### src/rtl/alu_unit_if.sv
// Operand/opcode and result/flag bundle between the register-file read buses and the ALU.
interface alu_unit_if;
   logic [31:0] bus_A;
   logic [31:0] bus_B;
   logic [4:0]  instruction;
   logic [31:0] out_bus;
   logic        Z;
   logic        N;
   logic        C;
   logic        V;

   modport master (
      output bus_A, bus_B, instruction,
      input  out_bus, Z, N, C, V
   );

   modport slave (
      input  bus_A, bus_B, instruction,
      output out_bus, Z, N, C, V
   );
endinterface

### src/rtl/alu_unit.sv
// 32-bit combinational ALU with Z/N/C/V flags; undefined opcodes replay the
// result captured in a clocked hold register.
module alu_unit (
   input  logic       clk,
   input  logic       reset,
   alu_unit_if.slave  io
);
   localparam int unsigned W = 32;

   localparam logic [4:0] OP_LD  = 5'h01;
   localparam logic [4:0] OP_ADD = 5'h03;
   localparam logic [4:0] OP_SUB = 5'h04;
   localparam logic [4:0] OP_AND = 5'h05;
   localparam logic [4:0] OP_OR  = 5'h06;
   localparam logic [4:0] OP_XOR = 5'h07;
   localparam logic [4:0] OP_NOT = 5'h08;
   localparam logic [4:0] OP_SL  = 5'h09;
   localparam logic [4:0] OP_SR  = 5'h0A;

   typedef struct packed {
      logic [W-1:0] r;
      logic         z;
      logic         n;
      logic         c;
      logic         v;
   } res_t;

   res_t         alu_c;
   res_t         out_c;
   res_t         hold;
   logic [W:0]   sum_c;
   logic         valid_c;

   // Opcode decode and datapath; valid_c clear selects the hold register.
   always_comb begin
      alu_c   = '0;
      sum_c   = '0;
      valid_c = 1'b1;
      case (io.instruction)
         OP_LD:  alu_c.r = io.bus_A;
         OP_ADD: begin
            sum_c   = {1'b0, io.bus_A} + {1'b0, io.bus_B};
            alu_c.r = sum_c[W-1:0];
            alu_c.c = sum_c[W];
            alu_c.v = (io.bus_A[W-1] == io.bus_B[W-1]) && (sum_c[W-1] != io.bus_A[W-1]);
         end
         OP_SUB: begin
            sum_c   = {1'b0, io.bus_A} + {1'b0, ~io.bus_B} + (W+1)'(1);
            alu_c.r = sum_c[W-1:0];
            alu_c.c = sum_c[W];
            alu_c.v = (io.bus_A[W-1] != io.bus_B[W-1]) && (sum_c[W-1] != io.bus_A[W-1]);
         end
         OP_AND: alu_c.r = io.bus_A & io.bus_B;
         OP_OR:  alu_c.r = io.bus_A | io.bus_B;
         OP_XOR: alu_c.r = io.bus_A ^ io.bus_B;
         OP_NOT: alu_c.r = ~io.bus_A;
         OP_SL: begin
            alu_c.r = {io.bus_A[W-2:0], 1'b0};
            alu_c.c = io.bus_A[W-1];
         end
         OP_SR: begin
            alu_c.r = {1'b0, io.bus_A[W-1:1]};
            alu_c.c = io.bus_A[0];
         end
         default: valid_c = 1'b0;
      endcase
      alu_c.z = (alu_c.r == '0);
      alu_c.n = alu_c.r[W-1];
   end

   // Reset forces zero asynchronously; otherwise live result or held value.
   always_comb begin
      out_c = hold;
      if (!reset) begin
         out_c = '0;
      end else if (valid_c) begin
         out_c = alu_c;
      end
   end

   // Under a hold opcode out_c equals hold, so an unconditional load is a no-op.
   always_ff @(posedge clk or negedge reset) begin
      if (!reset) begin
         hold <= '0;
      end else begin
         hold <= out_c;
      end
   end

   assign io.out_bus = out_c.r;
   assign io.Z       = out_c.z;
   assign io.N       = out_c.n;
   assign io.C       = out_c.c;
   assign io.V       = out_c.v;
endmodule

### src/flat_wrapper.sv
// flat-port wrapper written by rule: the top's interface ports become plain ports
module alu_unit_flat 
  (clk, reset, io_bus_A, io_bus_B, io_instruction, io_out_bus, io_Z, io_N, io_C, io_V);
  alu_unit_if io_i ();
  input  logic clk;
  input  logic reset;
  input wire logic [$bits(io_i.bus_A)-1:0] io_bus_A;
  input wire logic [$bits(io_i.bus_B)-1:0] io_bus_B;
  input wire logic [$bits(io_i.instruction)-1:0] io_instruction;
  output wire logic [$bits(io_i.out_bus)-1:0] io_out_bus;
  output wire logic [$bits(io_i.Z)-1:0] io_Z;
  output wire logic [$bits(io_i.N)-1:0] io_N;
  output wire logic [$bits(io_i.C)-1:0] io_C;
  output wire logic [$bits(io_i.V)-1:0] io_V;
  assign io_i.bus_A = io_bus_A;
  assign io_i.bus_B = io_bus_B;
  assign io_i.instruction = io_instruction;
  assign io_out_bus = io_i.out_bus;
  assign io_Z = io_i.Z;
  assign io_N = io_i.N;
  assign io_C = io_i.C;
  assign io_V = io_i.V;
  alu_unit u_core (.clk(clk), .reset(reset), .io(io_i));
endmodule
### config.mk
export PLATFORM = sky130hd
export DESIGN_NAME = alu_unit_flat
export DESIGN_NICKNAME = d
export VERILOG_FILES = /design/src/rtl/alu_unit_if.sv /design/src/rtl/alu_unit.sv /design/src/flat_wrapper.sv
export SDC_FILE = /design/constraint.sdc
export NUM_CORES = 1
export LEC_CHECK = 0
export ABC_CLOCK_PERIOD_IN_PS = 5100
export CELL_PAD_IN_SITES_DETAIL_PLACEMENT = 1
export CELL_PAD_IN_SITES_GLOBAL_PLACEMENT = 2
export CORE_UTILIZATION = 33
export DETAILED_ROUTE_END_ITERATION = 10
export GPL_TIMING_DRIVEN = 0
export PLACE_DENSITY = 0.95
export SKIP_CTS_REPAIR_TIMING = 1
export SYNTH_ARGS = -nofsm -noshare
export SYNTH_HDL_FRONTEND = slang
export SYNTH_SLANG_ARGS = --single-unit
### constraint.sdc
create_clock -name clk -period 5.1 [get_ports clk]
set_input_delay 1.02 -clock clk [delete_from_list [all_inputs] [get_ports clk]]
set_output_delay 1.02 -clock clk [all_outputs]
set_load 0.1 [all_outputs]
-- Word level (Yosys, flattened, before mapping)
Index checks and enable logic that the tools add are counted.
- $add $sub $neg: 3
- eq/ne operators: 13
- mux-type cells: 6
- bitwise logic cells: 5
- reduce and logical (&&, ||, !) cells: 4
- operators with widths (kind ; number):
    one-hot mux 32 bit (9 select lines) ; 1
    two-way mux 36 bit ; 2
    adder 32 x 32 -> 33 bit ; 2
    inverter 32 bit ; 2
    adder 33 x 1 -> 33 bit, second input constant ; 1
    AND 32 bit ; 1
    zero test 32 bit ; 1
    OR 32 bit ; 1
    XOR 32 bit ; 1
    equality test 5 x 3 -> 1 bit, second input constant ; 4
    equality test 5 x 4 -> 1 bit, second input constant ; 3
    OR reduction 9 bit ; 1
    equality test 5 x 1 -> 1 bit, second input constant ; 1
    equality test 5 x 2 -> 1 bit, second input constant ; 1
    one-hot mux 1 bit (4 select lines) ; 1
    != test 1 bit ; 3
    logical AND 1 bit ; 2
    one-hot mux 1 bit (2 select lines) ; 1
    equality test 1 bit ; 1
    two-way mux 1 bit ; 1
- bits in registers: 36
- input port bits: 71
- output and inout bits: 36
- word-level logic and storage cells: 36

-- Logic depth before layout (Yosys ltp)
Gate-level depths: netlist (run 1).
- depth after elaboration: 8
- depth in mapped cells: 15
- gate-level depth less buffers: 15

-- Least setup slack after synthesis (run 1)
OpenSTA, ideal clock, no wires.
- path kind: input-to-output
- start point: in io_bus_B[0]
- end point: out io_out_bus[30]
- arrival: 4.890 ns
- required time: 4.080 ns
- slack: -0.810 ns
- cell stages on the path: 12
- path buffers: 0
- cell sequence: ha_1 inv_1 fa_1 nor2b_1 o2111ai_1 a2111oi_2 o21ai_1 a211oi_1 o21ai_0 o211ai_1 o21ai_0 a31oi_1
- longest elaborated chain between the ends: 6
- elaborated cells on any way between the ends: 7
- those cells by class: add/sub (3); mux (3); bitwise (1)
- RTL lines (element ; RTL line ; text):
    start, declared ; flat_wrapper.sv:8 ; input wire logic [$bits(io_i.bus_B)-1:0] io_bus_B;
    inverter 32 bit ; alu_unit.sv:48 ; sum_c = {1'b0, io.bus_A} + {1'b0, ~io.bus_B} + (W+1)'(1);
    adder 32 x 32 -> 33 bit ; alu_unit.sv:48 ;
    adder 33 x 1 -> 33 bit ; alu_unit.sv:48 ;
    one-hot mux 32 bit (9 select lines) * ; alu_unit.sv:39 ; case (io.instruction)
    two-way mux 36 bit * ; alu_unit.sv:76 ; end else if (valid_c) begin
    two-way mux 36 bit * ; alu_unit.sv:74 ; if (!reset) begin
    end, declared ; flat_wrapper.sv:10 ; output wire logic [$bits(io_i.out_bus)-1:0] io_out_bus;
Mark *: on every way between the ends. The rest lies on a longest branch, timed or not.

-- Final worst setup path (run 1)
- start point: in io_bus_A[0]
- end point: out io_out_bus[31]
- longest elaborated chain between the ends: 5
- elaborated cells on any way between the ends: 6
- those cells by class: add/sub (3); mux (3)
- RTL lines (element ; RTL line ; text):
    start, declared ; flat_wrapper.sv:7 ; input wire logic [$bits(io_i.bus_A)-1:0] io_bus_A;
    adder 32 x 32 -> 33 bit ; alu_unit.sv:48 ;
    adder 33 x 1 -> 33 bit ; alu_unit.sv:48 ;
    one-hot mux 32 bit (9 select lines) * ; alu_unit.sv:39 ;
    two-way mux 36 bit * ; alu_unit.sv:76 ;
    two-way mux 36 bit * ; alu_unit.sv:74 ;
Marks and branches as above.

==> results of run 1 <==
power by group:
group	leakage, nW	internal (W)	total, W	switching [W]
sequential	0.477	0.000313	0.000321	0.00000797
combinational	4.59	0.000503	0.00146	0.000956
clock	0.0712	0.000195	0.000318	0.000123
cell type report:
class | count | area (um2)
Buffer | 72 | 519
Clock buffer | 8 | 146
Fill cell | 2854 | 11900
Inverter | 105 | 429
Multi-Input combinational cell | 915 | 7760
Sequential cell | 36 | 901
Tap cell | 319 | 399
Timing Repair Buffer | 177 | 1580
worst max path at each step:
stage | endpoint | slack, ps | cells past startpoint
finish | io_out_bus[31] | -560 | 16
detailed placement | io_Z | -2710 | 16
global route | io_Z | -620 | 16
CTS | io_Z | -2730 | 16
global placement | io_Z | -2690 | 16
floorplan | io_out_bus[30] | -140 | 12
synth_stat cells (all sizes together), types with 11 or more instances:
cell	count	share of area (%)
a22o	12	1.3
buf	35	2.6
clkbuf	40	1.9
o221ai	11	1.2
nor2	89	4.2
mux2i	11	1.4
a21oi	128	8.0
dfrtp	36	11
nor2b	16	1.3
o211ai	11	1.0
and2	12	1.0
a221oi	17	1.9
a21o	19	1.8
a211oi	21	2.3
nand3	31	1.9
a221o	14	1.8
a31oi	22	1.8
o31ai	11	1.0
nand2	93	4.4
nor3	32	2.1
a22oi	11	1.0
nand4	20	1.6
ha	105	16
inv	105	4.9
o21ai	59	3.7
metal layers:
layer	GRT usage, %	routed length [um]	up-vias
li1	-	-	4576
met1	42.5	18100	5268
met2	54.3	20600	517
met3	4.22	3070	165
met4	16.3	2750	0
met5	0	0	-
worst register-to-register path, stage by stage, from the launching register on:
cell      delay, ps
dfrtp_1         360
a222oi_1        230
o311ai_1        150
o21a_2          270
per-stage QoR:
| stage | std cells | setup TNS, ps | area (um2) |
|---|---|---|---|
| after floorplan | 1131 | -144 | 8130 |
| after global placement | 1553 | -59940 | 9560 |
| after detailed placement | 1554 | -60610 | 9560 |
| after CTS | 1562 | -59630 | 9700 |
| after global routing | 1632 | -4210 | 11700 |
| final | 1632 | -3240 | 11700 |
layout by cell type (no fill, tap or decap), types with 8 or more instances in the layout:
cell type / synthesis / layout
nor2_2: 1 / 11
a21oi_1: 128 / 82
a21oi_2: 0 / 35
inv_1: 104 / 72
nand2_1: 93 / 85
clkbuf_4: 0 / 16
buf_2: 20 / 14
a221oi_1: 16 / 11
nor3_1: 31 / 22
a211oi_1: 18 / 8
o211ai_1: 11 / 11
dlymetal6s2s_1: 0 / 23
o21ai_0: 53 / 38
a31oi_1: 21 / 12
clkbuf_1: 40 / 13
a21oi_4: 0 / 11
dfrtp_1: 36 / 36
buf_4: 4 / 81
mux2i_1: 11 / 9
a22o_1: 12 / 12
buf_6: 5 / 26
ha_1: 105 / 83
and2_1: 10 / 9
a21o_1: 19 / 19
a211oi_2: 2 / 8
o21a_1: 10 / 9
nor2b_1: 16 / 11
inv_2: 1 / 23
a22oi_1: 11 / 10
o22ai_1: 10 / 10
o21ai_1: 6 / 12
clkbuf_2: 0 / 50
ha_4: 0 / 20
a221o_1: 14 / 14
buf_12: 0 / 13
nand3_1: 31 / 24
o221ai_1: 11 / 9
nand4_1: 20 / 20
clkdlybuf4s50_1: 0 / 12
nor2_1: 88 / 73
logic make-up after synthesis:
family                     count (synthesis)
buffers and inverters                    180
muxes                                     12
DFF                                       36
xor gates and xnor gates                   6
AOI/OAI and AO/OA                        430
adders and majority gates                107
and+or+nand+nor                          360
==> metrics.yaml, run 1 <==
start_kind: "input pin"
num_vias: 10500
period_share_pct: 111
postSynthAreaPerCell_um2: 7.07
worst-path-buf-inv: 4
leakagePower_nw: 5.14
postSynthNetCount: 1309
drive_gt1_share_pct: 35.1
hold_class: "flop to flop"
cp.required_ps: 4080
synth_async_sr_flop_share_pct: 100
rsz0062_at_grt: "yes"
syn_area_um2: 8000
overflow: 0
tightest_slew_ps: 986
final_max_slew_viol_count: 0
whs_ps: 523
viasPerCell: 6.45
die_w_um: 158
cts_tree: "yes"
startpoint: "io_bus_A[0]"
numCtsBuffers: 5
skew_ps: 0
antenna_left: 0
fin_ws_ps: -556
synth_ff_type: "dfrtp_1"
synthSimpleGateAreaFrac_pct: 22.9
ys_ff_latch: 36
ff2ff_path_depth: 3
cts_root_buffer: "clkbuf_16"
synthXorXnorAreaFrac_pct: 0.657
ir_drop_mv: 0.141
path_max_fanout: 6
clk_path_buf_depth: 2
cpPeakStageDelay_ps: 590
reg_top3: "u_core.hold: 36 flops"
finalPower_w: 0.00210
min_period_ps: 5660
grt_start_max_net_pins: 45
largest_register: "u_core.hold"
max_slew_margin_pct: 34.2
initialDrtViolationCount: 913
r2r_end: "u_core.hold[1]$_DFF_PN0_"
clk_pin_slew_worst_paths_ps: 50
diodes: 0
h-tree-depth: 2
synth_top_family_by_area: "compound AO/OA/AOI/OAI gates"
max_clock_freq_mhz: 177
path_class: "input pin to primary output"
io_pins: 107
crit_slowest_cell: "or4_4"
dieArea_um2: 24900
dpl.hpwl_mm: 32.9
synthDistinctLibCells: 93
routabilityCongestion: 1.02
hold_viol_final: 0
placement.io_buffers: 103
power_density_nw_per_um2: 179
grt_pass1_wl_mm: 61.4
violations: "setup timing"
max-cap-violations: 0
grt_usage_pct: 33.1
die_h_um: 158
syn_to_final_growth_pct: 46.6
start_util_pct: 33.9
largest_reg_flops: 36
end_kind: "primary output"
cts_sinks: 36
synthMuxAreaShare_pct: 1.52
crit_family: "compound AO/OA/AOI/OAI gates"
rows: 56
first_pass_iters: 5
grt_pass1_vias: 9950
core_area_um2: 23600
fin_util_pct: 49.7
r2r_slack_ps: 3970
clk-insertion-delay-late_ps: 280
worstHoldEndpoint: "u_core.hold[12]$_DFF_PN0_"
outcome: "finished with violations"
synth_seq_area_share_pct: 11.3
yosys.area_share.adder_pct: 16.9
path_cells: "buf_6 -> inv_1 -> ha_2 -> o21ba_4 -> or4_4 -> nand4_1 -> nand2_2 -> a221oi_4 -> a221oi_4 -> o41ai_4 -> a21oi_2 -> a221o_1 -> a211oi_4 -> buf_6 -> nor2_4 -> buf_12"
nNetsFinal: 1490
hp-start: "u_core.hold[12]$_DFF_PN0_"
wirelength_mm: 44.6
place_ws_ps: -2710
yosys_warnings: 0
synth-edff-count: 0
regToRegStartpoint: "u_core.hold[1]$_DFF_PN0_"
drc: 0
finalSetupViolCount: 12
crit_arrival_ps: 4640
syn_inst: 1131
min_path_cells: 2
synth_compound_area_share_pct: 37.3
antenna_found_initial: 0
detail_route.wl_per_cell_um: 27.3
Power figures use the tool's default switching activity.
==> run 2, diff against run 1 <==
- SKIP_LAST_GASP: unset -> 1
==> run 2 against run 1 <==
- the run still ends with setup timing left
- worst hold slack is essentially flat
- sequential power is essentially flat
- core utilization shrank 0.21 points
- setup slack lost 24 ps
- die area is the same
- design area shrank 0.43%
- fmax shrank 0.43%
- clock power is essentially flat
- total power shrank 0.38%
- final cell count is the same
- clock skew is the same
- clock-buffer cell count is the same
- critical path type unchanged
==> metrics.yaml, run 2 (same netlist as run 1, synthesis figures left out) <==
outcome: "finished with violations"
violations: "setup timing"
cts_tree: "yes"
whs_ps: 523  # -0.255 ps
largest_register: "u_core.hold"
dpl.hpwl_mm: 32.9  # unchanged
period_share_pct: 111  # +0.48 points
clk_path_buf_depth: 2  # unchanged
min_path_cells: 2  # unchanged
start_util_pct: 33.9  # unchanged
end_kind: "primary output"
dpl.cell_count: 1554  # unchanged
numCtsBuffers: 5  # unchanged
rows: 56  # unchanged
h-tree-depth: 2  # unchanged
ir_drop_mv: 0.137  # -2.6%
skew_ps: 0  # unchanged
core_area_um2: 23600  # unchanged
tightest_slew_ps: 983  # -3.20 ps
hold_class: "flop to flop"
overflow: 0  # unchanged
final_max_slew_viol_count: 0  # unchanged
layout_commonest_cell: "ha_1"
num_vias: 10600  # +0.47%
n_fill_cell: 2864  # +0.35%
clk-insertion-delay-late_ps: 290  # about the same
nNetsFinal: 1490  # unchanged
cp.required_ps: 4080  # about the same
wirelength_mm: 44.5  # -0.17%
antenna_found_initial: 0  # unchanged
rsz0062_at_grt: "yes"
antenna_left: 0  # unchanged
place_area_um2: 9560  # unchanged
diodes: 0  # unchanged
first_pass_iters: 5  # unchanged
max_slew_margin_pct: 34.4  # +0.21 points
largest_reg_flops: 36  # unchanged
path_max_fanout: 8  # +2
dieArea_um2: 24900  # unchanged
die_w_um: 158  # unchanged
clk_pin_slew_worst_paths_ps: 50  # about the same
hold_viol_final: 0  # unchanged
grt_usage_pct: 33.1  # unchanged
cts_sinks: 36  # unchanged
mostFrequentLayoutCells: "ha_1 (86), nand2_1 (85), a21oi_1 (82)"
finalSetupViolCount: 14  # +2
stdcell_area_um2: 11700  # -0.43%
syn_to_final_growth_pct: 46.0
crit_arrival_ps: 4660  # +20 ps
cts_root_buffer: "clkbuf_16"
die_h_um: 158  # unchanged
path_class: "input pin to primary output"
drive_gt1_share_pct: 34.6  # -0.53 points
max-cap-violations: 0  # unchanged
drc: 0  # unchanged
reg_top3: "u_core.hold: 36 flops"
grt_pass1_vias: 9950  # unchanged
io_pins: 107  # unchanged
min_period_ps: 5680  # +24.3 ps
r2r_slack_ps: 3940  # -30 ps
routabilityCongestion: 1.02  # unchanged
grt_start_max_net_pins: 45  # unchanged
power_density_nw_per_um2: 179  # about the same
placement.io_buffers: 103  # unchanged
leakagePower_nw: 5.16  # +0.40%
finalNonFillerCells: 1632  # unchanged
viasPerCell: 6.48  # +0.47%
fin_ws_ps: -580  # -24.3 ps
max_clock_freq_mhz: 176  # -0.43%
grt_pass1_wl_mm: 61.4  # unchanged
initialDrtViolationCount: 1068  # +17%
ff2ff_path_depth: 3  # unchanged
detail_route.wl_per_cell_um: 27.3  # -0.17%
start_kind: "input pin"
==> run 2: cell count changes in the layout (fill, tap and decap cells not counted), moves of 3 or more <==
cell            delta
dlymetal6s2s_1     +3
ha_4               -3
ha_1               +3
clkbuf_2           -3
==> run 2: path summary, 6_finish.rpt <==
check | to | startpoint
setup / recovery | io_Z | io_bus_B[23]
min in group asynchronous | u_core.hold[3]$_DFF_PN0_ | reset
max in group asynchronous | u_core.hold[10]$_DFF_PN0_ | reset
hold / removal | u_core.hold[12]$_DFF_PN0_ | u_core.hold[12]$_DFF_PN0_
hold reg to reg | u_core.hold[12]$_DFF_PN0_ | u_core.hold[12]$_DFF_PN0_
setup reg to reg | u_core.hold[1]$_DFF_PN0_ | u_core.hold[1]$_DFF_PN0_
==> run 2: layer usage <==
layer	track usage, %	wire (um)	part of all wire [%]	up-vias
met2	54.3	20600	46	561
met4	16.3	2700	6.1	0
li1	-	-	-	4571
met5	0	0	0	-
met3	4.22	3090	6.9	151
met1	42.5	18100	41	5292
==> run 2: per-stage QoR <==
stage,util [%],setup slack [ps],TNS (ps),power (W)
finish,49.5,-580,-3480,0.00209
global route,49.5,-723,-4850,0.00217
CTS,41.1,-2730,-59630,0.00177
detailed placement,40.5,-2710,-60610,0.00146
global placement,40.5,-2690,-59940,0.00144
floorplan,-,-144,-144,0.00107
==> run 2: where the power goes <==
part | leakage [nW] | internal (W) | switching (W)
sequential | 0.477 | 0.000313 | 0.00000850
clock | 0.0712 | 0.000195 | 0.000123
combinational | 4.61 | 0.000500 | 0.000951
==> run 2: final cells by class <==
cell class | instances | area [um2] | share of cell area, %
multi-input combinational | 915 | 7690 | 65.9
timing repair buffer | 177 | 1590 | 13.6
sequential | 36 | 901 | 7.71
buffer | 72 | 517 | 4.42
inverter | 105 | 429 | 3.67
tap | 319 | 399 | 3.42
clock buffer | 8 | 146 | 1.25
==> run 2: worst max-delay path, stage by stage <==
cell and delay, ps:
clkdlybuf4s50_1 520, inv_1 80, ha_1 330, buf_6 160, clkinvlp_4 140, nor3_2 240
nor2_1 80, a2111oi_2 340, o21ai_1 150, a32oi_2 310, nand2_1 160, a2111oi_2 320
nand4_1 180, o21ai_1 180, and4_4 270, buf_12 170
